[src/rtl/line_burst_bridge.sv]
// Cache-line to narrow-bus burst bridge: one command beat, then BEATS data beats per line.
// Optional watchdog is built when BRIDGE_TIMEOUT_EN is defined.
//
// state   | meaning
// IDLE    | waiting for line_req; stray read beats are drained here
// CMD     | presenting the burst command
// WDATA   | streaming the captured line out, one beat per transfer
// RDATA   | gathering read beats into line_rdata
// ACK     | one-cycle line_ack pulse
// RELEASE | waiting for line_req to drop
module line_burst_bridge #(
  parameter int ADDR_WIDTH     = 32,
  parameter int LINE_WIDTH     = 512,
  parameter int BUS_WIDTH      = 64,
  parameter int TIMEOUT_CYCLES = 1024
) (
  input  logic                  clk,
  input  logic                  rst_n,
  input  logic [ADDR_WIDTH-1:0] line_addr,
  input  logic [LINE_WIDTH-1:0] line_wdata,
  input  logic                  line_we,
  input  logic                  line_req,
  output logic                  line_ack,
  output logic [LINE_WIDTH-1:0] line_rdata,
  output logic                  cmd_valid,
  input  logic                  cmd_ready,
  output logic [ADDR_WIDTH-1:0] cmd_addr,
  output logic                  cmd_we,
  output logic [7:0]            cmd_len,
  output logic                  wd_valid,
  input  logic                  wd_ready,
  output logic [BUS_WIDTH-1:0]  wd_data,
  output logic                  wd_last,
  input  logic                  rd_valid,
  output logic                  rd_ready,
  input  logic [BUS_WIDTH-1:0]  rd_data,
  input  logic                  rd_last,
  output logic [1:0]            err_status
);
  localparam int BEATS       = LINE_WIDTH / BUS_WIDTH;
  localparam int OFFSET_BITS = $clog2(LINE_WIDTH / 8);
  localparam int CNT_W       = (BEATS > 1) ? $clog2(BEATS) : 1;

  if (LINE_WIDTH % BUS_WIDTH != 0 || TIMEOUT_CYCLES < 2 || OFFSET_BITS < 1) begin : g_bad_params
    $error("line_burst_bridge: illegal parameter combination");
  end

  typedef enum logic [2:0] {
    S_IDLE, S_CMD, S_WDATA, S_RDATA, S_ACK, S_RELEASE
  } state_t;

  state_t                  state_q, state_d;
  logic [CNT_W-1:0]        cnt_q;
  logic [ADDR_WIDTH-1:0]   addr_q;
  logic                    we_q;
  logic [LINE_WIDTH-1:0]   wdata_q;
  logic [LINE_WIDTH-1:0]   rdata_q;
  logic                    err_proto_q;
  logic                    err_tmo;
  logic                    timeout;

  logic cmd_fire, wd_fire, rd_fire, last_beat;

  assign last_beat = (cnt_q == CNT_W'(BEATS - 1));
  assign cmd_valid = (state_q == S_CMD);
  assign wd_valid  = (state_q == S_WDATA);
  assign rd_ready  = (state_q == S_IDLE) || (state_q == S_RDATA);
  assign line_ack  = (state_q == S_ACK);
  assign cmd_fire  = cmd_valid && cmd_ready;
  assign wd_fire   = wd_valid && wd_ready;
  assign rd_fire   = rd_valid && rd_ready;

  // Payloads are gated so every output except rd_ready reads 0 out of reset.
  assign cmd_addr   = cmd_valid ? (addr_q & ~ADDR_WIDTH'(LINE_WIDTH / 8 - 1)) : '0;
  assign cmd_we     = cmd_valid && we_q;
  assign cmd_len    = cmd_valid ? 8'(BEATS - 1) : 8'd0;
  assign wd_data    = wd_valid ? wdata_q[int'(cnt_q)*BUS_WIDTH +: BUS_WIDTH] : '0;
  assign wd_last    = wd_valid && last_beat;
  assign line_rdata = rdata_q;
  assign err_status = {err_tmo, err_proto_q};

`ifdef BRIDGE_TIMEOUT_EN
  localparam int WD_W = $clog2(TIMEOUT_CYCLES);
  logic [WD_W-1:0] wdog_q;
  logic            err_tmo_q;
  logic            active;

  assign active  = (state_q == S_CMD) || (state_q == S_WDATA) || (state_q == S_RDATA);
  assign timeout = active && (wdog_q == '0) && !(cmd_fire || wd_fire || (rd_fire && state_q == S_RDATA));
  assign err_tmo = err_tmo_q;

  // Down-counter reloads whenever a beat moves or the bridge is not mid-burst.
  always_ff @(posedge clk or negedge rst_n) begin
    if (!rst_n) begin
      wdog_q    <= WD_W'(TIMEOUT_CYCLES - 1);
      err_tmo_q <= 1'b0;
    end else begin
      if (!active || cmd_fire || wd_fire || rd_fire)
        wdog_q <= WD_W'(TIMEOUT_CYCLES - 1);
      else if (wdog_q != '0)
        wdog_q <= wdog_q - 1'b1;
      if (timeout)
        err_tmo_q <= 1'b1;
    end
  end
`else
  assign timeout = 1'b0;
  assign err_tmo = 1'b0;
`endif

  always_comb begin
    state_d = state_q;
    case (state_q)
      S_IDLE:    if (line_req) state_d = S_CMD;
      S_CMD:     if (cmd_fire) state_d = we_q ? S_WDATA : S_RDATA;
      S_WDATA:   if (wd_fire && last_beat) state_d = S_ACK;
      S_RDATA:   if (rd_fire && last_beat) state_d = S_ACK;
      S_ACK:     state_d = S_RELEASE;
      S_RELEASE: if (!line_req) state_d = S_IDLE;
      default:   state_d = S_IDLE;
    endcase
    if (timeout)
      state_d = S_ACK;
  end

  always_ff @(posedge clk or negedge rst_n) begin
    if (!rst_n) begin
      state_q     <= S_IDLE;
      cnt_q       <= '0;
      addr_q      <= '0;
      we_q        <= 1'b0;
      wdata_q     <= '0;
      rdata_q     <= '0;
      err_proto_q <= 1'b0;
    end else begin
      state_q <= state_d;
      case (state_q)
        S_IDLE: begin
          if (line_req) begin
            addr_q  <= line_addr;
            we_q    <= line_we;
            wdata_q <= line_wdata;
          end
          if (rd_valid)
            err_proto_q <= 1'b1;
        end
        S_CMD: if (cmd_fire) cnt_q <= '0;
        S_WDATA: if (wd_fire && !last_beat) cnt_q <= cnt_q + 1'b1;
        S_RDATA: begin
          if (rd_fire) begin
            rdata_q[int'(cnt_q)*BUS_WIDTH +: BUS_WIDTH] <= rd_data;
            if (rd_last != last_beat)
              err_proto_q <= 1'b1;
            if (!last_beat)
              cnt_q <= cnt_q + 1'b1;
          end else if (timeout) begin
            // Beats never delivered read back as all-ones.
            for (int i = 0; i < BEATS; i++)
              if (i >= int'(cnt_q))
                rdata_q[i*BUS_WIDTH +: BUS_WIDTH] <= '1;
          end
        end
        default: ;
      endcase
    end
  end
endmodule

[config.mk]
export PLATFORM = sky130hd
export DESIGN_NAME = line_burst_bridge
export DESIGN_NICKNAME = d
export VERILOG_FILES = /design/src/rtl/line_burst_bridge.sv
export SDC_FILE = /design/constraint.sdc
export NUM_CORES = 1
export LEC_CHECK = 0
export CAP_MARGIN = 20
export CORE_AREA = 3 3 483 485
export CTS_CLUSTER_DIAMETER = 40
export DETAILED_ROUTE_END_ITERATION = 6
export DIE_AREA = 0 0 486 488
export PLACE_DENSITY = 0.5
export SKIP_LAST_GASP = 1
export SLEW_MARGIN = 20
export SYNTH_ARGS = -nofsm -noshare
export SYNTH_HDL_FRONTEND = slang
export SYNTH_SLANG_ARGS = --single-unit
[constraint.sdc]
create_clock -name clk -period 7.4 [get_ports clk]
set_clock_uncertainty 0.15 [all_clocks]
set_input_delay 1.11 -clock clk [delete_from_list [all_inputs] [get_ports clk]]
set_output_delay 1.11 -clock clk [all_outputs]
set_load 0.02 [all_outputs]
### Word-level counts from Yosys, hierarchy flattened

Cells that the tools add are included.

* register bits: 1064
* word-level logic and storage cells: 67
* input bits: 616
* output and inout port bits: 624

* add/subtract/negate cells: 2
* equality and inequality tests: 17
* multiplexer cells: 20
* reduce and logical (&&, ||, !) cells: 18
* shifts and indexed selects: 3

Operators by type and width (count)
* $bwmux 512: 1
* $shift 64x33->512 const A: 1
* $shiftx 512x10->64: 1
* $shiftx 64x33->512: 1
* $mux 64: 1
* $neg 9->33: 1
* $mux 32: 1
* $mux 3: 10
* $pmux 3 s6: 1
* $ne 2x1->1 const B: 5
* $ne 2x2->1 const B: 5
* $reduce_and 5->1: 2
* $eq 3x3->1 const B: 3
* $pmux 3 s3: 1
* $logic_and 1x1->1: 8
* $eq 3x2->1 const B: 2
* $mux 1: 4
* $reduce_and 2->1: 2
* $reduce_and 4->1: 1
* $add 3x1->3 const B: 1
* $eq 3x1->1 const B: 1
* $logic_not 3->1: 1
* $reduce_bool 3->1: 1
* $pmux 1 s2: 1
* 4 further kinds: 4

### Depth between registers and ports, before layout

* depth after elaboration: 6
* depth in mapped cells: 11

### Worst setup path after synthesis

OpenSTA, ideal clock, no wires.

* kind: register -> output
* start point: register cnt_q[0]
* end point: output port wd_data[19]
* data arrival time: 1.821 ns
* stages on the path, launching flop included: 6
* slack: 4.319 ns
* cell sequence: dfrtp_1 -> buf_2 -> buf_2 -> buf_2 -> mux4_2 -> a22o_1

* longest elaborated chain between the ends: 2

Ends and longest elaborated chain
* start: declaration: RTL line 53 `logic [CNT_W-1:0] cnt_q;`
* start signal: assignment: RTL line 148 `S_WDATA: if (wd_fire && !last_beat) cnt_q <= cnt_q + 1'b1;`
* start signal: assignment: RTL line 155 `cnt_q <= cnt_q + 1'b1;`
* $shiftx 512x10->64: RTL line 77 `assign wd_data = wd_valid ? wdata_q[int'(cnt_q)*BUS_WIDTH +: BUS_WIDTH] : '0;`
* $mux 64: RTL line 77
* end: declaration: RTL line 32 `output logic [BUS_WIDTH-1:0] wd_data,`

No other way between the ends.

### Final worst setup path

* start point: register cnt_q[0]
* end point: output port wd_data[1]

The elaborated chain is that of the path after synthesis.

==> impl_metrics.env <==
export IMPL_wl_per_cell_um=26.0
export IMPL_drive_gt1_frac=0.383
export IMPL_root_buffer="clkbuf_16"
export IMPL_power_mw=26.5
export IMPL_drcViolationCount=0
export IMPL_max_slew_margin=0.328
export IMPL_min_period_ps=5280
export IMPL_cp_start_kind="register"
export IMPL_seq_area_frac_synth=0.587
export IMPL_coreArea_sq_um=230000
export IMPL_rsz0062_at_grt="false"
export IMPL_status="finished, final reports clean"
export IMPL_setup_viol=0
export IMPL_hold_violations=0
export IMPL_required_ps=6140
export IMPL_irDropWorstVdd_uv=224
export IMPL_hold_ws_ps=112
export IMPL_ys_seq_elements=1058
export IMPL_crit_cells=5
export IMPL_cts_resized_gates=0
export IMPL_htreeDepth=4
export IMPL_cts_hold_buf=0
export IMPL_netlist_instances=2786
export IMPL_p_sw_frac=0.299
export IMPL_syn_mean_instance_area_sq_um=16.2
export IMPL_clkPwrFrac=0.396
export IMPL_reg2reg_from="cnt_q[1]"
export IMPL_vias=30169
export IMPL_cap_violations=0
export IMPL_worst_path_buf_inv=3
export IMPL_ant_nets=0
export IMPL_clk_path_buf_depth=3
export IMPL_tns_ps=0
export IMPL_antenna_found_initial=92
export IMPL_max_stage_delay_ps=850
export IMPL_viasPerCell=4.12
export IMPL_cts_made_buffers=213
export IMPL_rows=176
export IMPL_intPower_mw=18.6
export IMPL_crit_family="buffers and inverters"
export IMPL_grt_pass1_wl_um=264000
export IMPL_cts_sink_count=1058
export IMPL_path_max_fanout=35
export IMPL_path_class="reg2out"
export IMPL_grt_overflow_total=0
export IMPL_hold_path_class="in2async"
export IMPL_floorplan_initialDensity=0.196
export IMPL_fp_dieH_um=488
export IMPL_gp_congestion=0.793
export IMPL_grt_max_degree=158
export IMPL_area_growth_pct=52.0
export IMPL_power_density_nw_per_um2=387
export IMPL_critPathSlowestCell="dfrtp_4"
export IMPL_fin_nets=4714
export IMPL_cts_setup_buffers=0
export IMPL_path_clk_slew_ps=50
export IMPL_synth_warnings=0
export IMPL_critPathArrivalTime_ps=4020
export IMPL_place_area_sq_um=60500
export IMPL_post_route_period_util=0.714
export IMPL_maxSlewViolCount=0
export IMPL_insertion_delay_ps=810
export IMPL_final_cell_mix="1,220 x clkdlybuf4s50_1, 1,056 x dfrtp_1, 1,043 x mux2_2"
export IMPL_pwr_share_seq=0.330
export IMPL_p_switching_mw=7.93
export IMPL_final_common_cell="clkdlybuf4s50_1"
export IMPL_synth_cell_types=47
export IMPL_die_area_sq_um=237000
export IMPL_p_leak_nw=28.8
export IMPL_drtIter0Drc=1310
export IMPL_netlist_area_sq_um=45100
export IMPL_r2r_slack_ps=3200
export IMPL_max_clock_freq_mhz=189
export IMPL_fp_dieW_um=486
export IMPL_cp_startpoint="cnt_q[0]"
export IMPL_hpwl_um=144000
export IMPL_grt_use_total=0.157
export IMPL_grt_pass1_vias=32617
export IMPL_first_pass_iters=5
export IMPL_cp_cell_sequence="buf_12, buf_4, mux4_2, a22o_1, clkdlybuf4s50_1"
export IMPL_io_buffer_count=1221
export IMPL_r2r_cells=7
export IMPL_reg2reg_to="line_rdata[47]"
export IMPL_cts_tree="built"
export IMPL_combPwrFrac=0.273
export IMPL_tightestPinTransition_ps=1010
export IMPL_fillerInstances=23162
export IMPL_ios=1240
export IMPL_drt_wl_total_um=191000
export IMPL_end_kind="output port"
export IMPL_final_area_sq_um=68500
-- kinds of logic after synthesis --
group	share of synthesized area
other cells	0.0000832
mux	0.327
fa+ha+maj	0.00189
compound gates	0.0148
simple gates	0.0361
xor+xnor	0.000194
buf+inv	0.0323
flops	0.587
-- flip-flops by register name, summed over array words and instances, names as in the netlist --
| register | flops |
|---|---|
| addr_q | 26 |
| cnt_q | 3 |
| err_proto_q | 1 |
| line_rdata | 512 |
| state_q | 3 |
| wdata_q | 512 |
| we_q | 1 |
-- metrics by stage --
stage	instances	util	setup slack [ps]
2_1_floorplan	2797	-	4320
3_3_place_gp	6899	0.263	2310
3_5_place_dp	6903	0.263	2840
4_1_cts	7305	0.298	1880
5_1_grt	7308	0.298	1840
6_report	7329	0.298	2120
-- cell type report --
cell class / count / area [sq um] / area share
timing repair buffer: 1281 / 12900 / 0.189
clock inverter: 147 / 2200 / 0.0321
tap: 3026 / 3790 / 0.0553
antenna: 24 / 60.1 / 0.000877
sequential: 1058 / 26500 / 0.387
inverter: 6 / 22.5 / 0.000329
clock buffer: 255 / 5750 / 0.0839
multi-input combinational: 1532 / 17300 / 0.252
-- layer usage --
| metal | part of all wire | global-route usage | routed length (um) | vias up |
|---|---|---|---|---|
| met3 | 0.095 | 0.0692 | 18100 | 330 |
| met5 | 0.0043 | 0 | 819 | - |
| met2 | 0.51 | 0.279 | 97300 | 1115 |
| met4 | 0.021 | 0.0388 | 3930 | 116 |
| met1 | 0.37 | 0.170 | 70400 | 15736 |
| li1 | - | - | - | 12872 |
-- worst register-to-register path: cells and delay by family, from the launching register on --
family	cells	cell delay (ps)
simple gates	2	750
mux	1	500
flops	1	880
buf+inv	3	1410
fa+ha+maj	1	370
-- worst max-delay path by stage --
stage                              to  slack [ps]
after CTS                  wd_data[1]        1880
final                      wd_data[1]        2120
after global placement    wd_data[39]        2310
after detailed placement   wd_data[1]        2840
after global routing       wd_data[1]        1840
after floorplan           wd_data[19]        4320
-- power by group through the flow --
stage / Clock [mW] / Combinational [mW] / Sequential (mW)
after floorplan: 0 / 4.50 / 8.62
after global placement: 0 / 7.32 / 8.81
after detailed placement: 0 / 7.43 / 8.88
after CTS: 10.8 / 7.44 / 8.80
after global routing: 11.0 / 7.76 / 8.99
final: 10.5 / 7.24 / 8.76
-- synth_stat cells (all sizes together) --
master | count | share of area
dfrtp | 1058 | 0.59
nor2b | 2 | 0.00028
nor3b | 3 | 0.00061
nand4bb | 1 | 0.00025
buf | 152 | 0.028
a32oi | 1 | 0.00019
o21ai | 2 | 0.00022
and3b | 1 | 0.00019
a31o | 1 | 0.00019
mux2 | 1053 | 0.26
o2111ai | 1 | 0.00058
or2 | 1 | 0.00014
o31a | 1 | 0.00019
a2111oi | 1 | 0.00019
maj3 | 1 | 0.00022
nand3b | 1 | 0.00017
a22o | 64 | 0.012
a21oi | 2 | 0.00022
o211ai | 1 | 0.00017
nor2 | 4 | 0.00033
and4b | 1 | 0.00022
nand2b | 3 | 0.00042
a221o | 1 | 0.00022
nor4b | 4 | 0.00092
a21o | 1 | 0.00017
nand2 | 1 | 0.000083
nand4b | 1 | 0.00019
nand3 | 6 | 0.0011
mux4 | 128 | 0.064
xnor2 | 1 | 0.00019
inv | 6 | 0.00050
and2 | 189 | 0.026
conb | 1 | 0.000083
and3 | 31 | 0.0043
clkbuf | 49 | 0.0041
mux2i | 2 | 0.00044
nor3 | 4 | 0.00067
ha | 6 | 0.0017
Power figures use the tool's default switching activity.
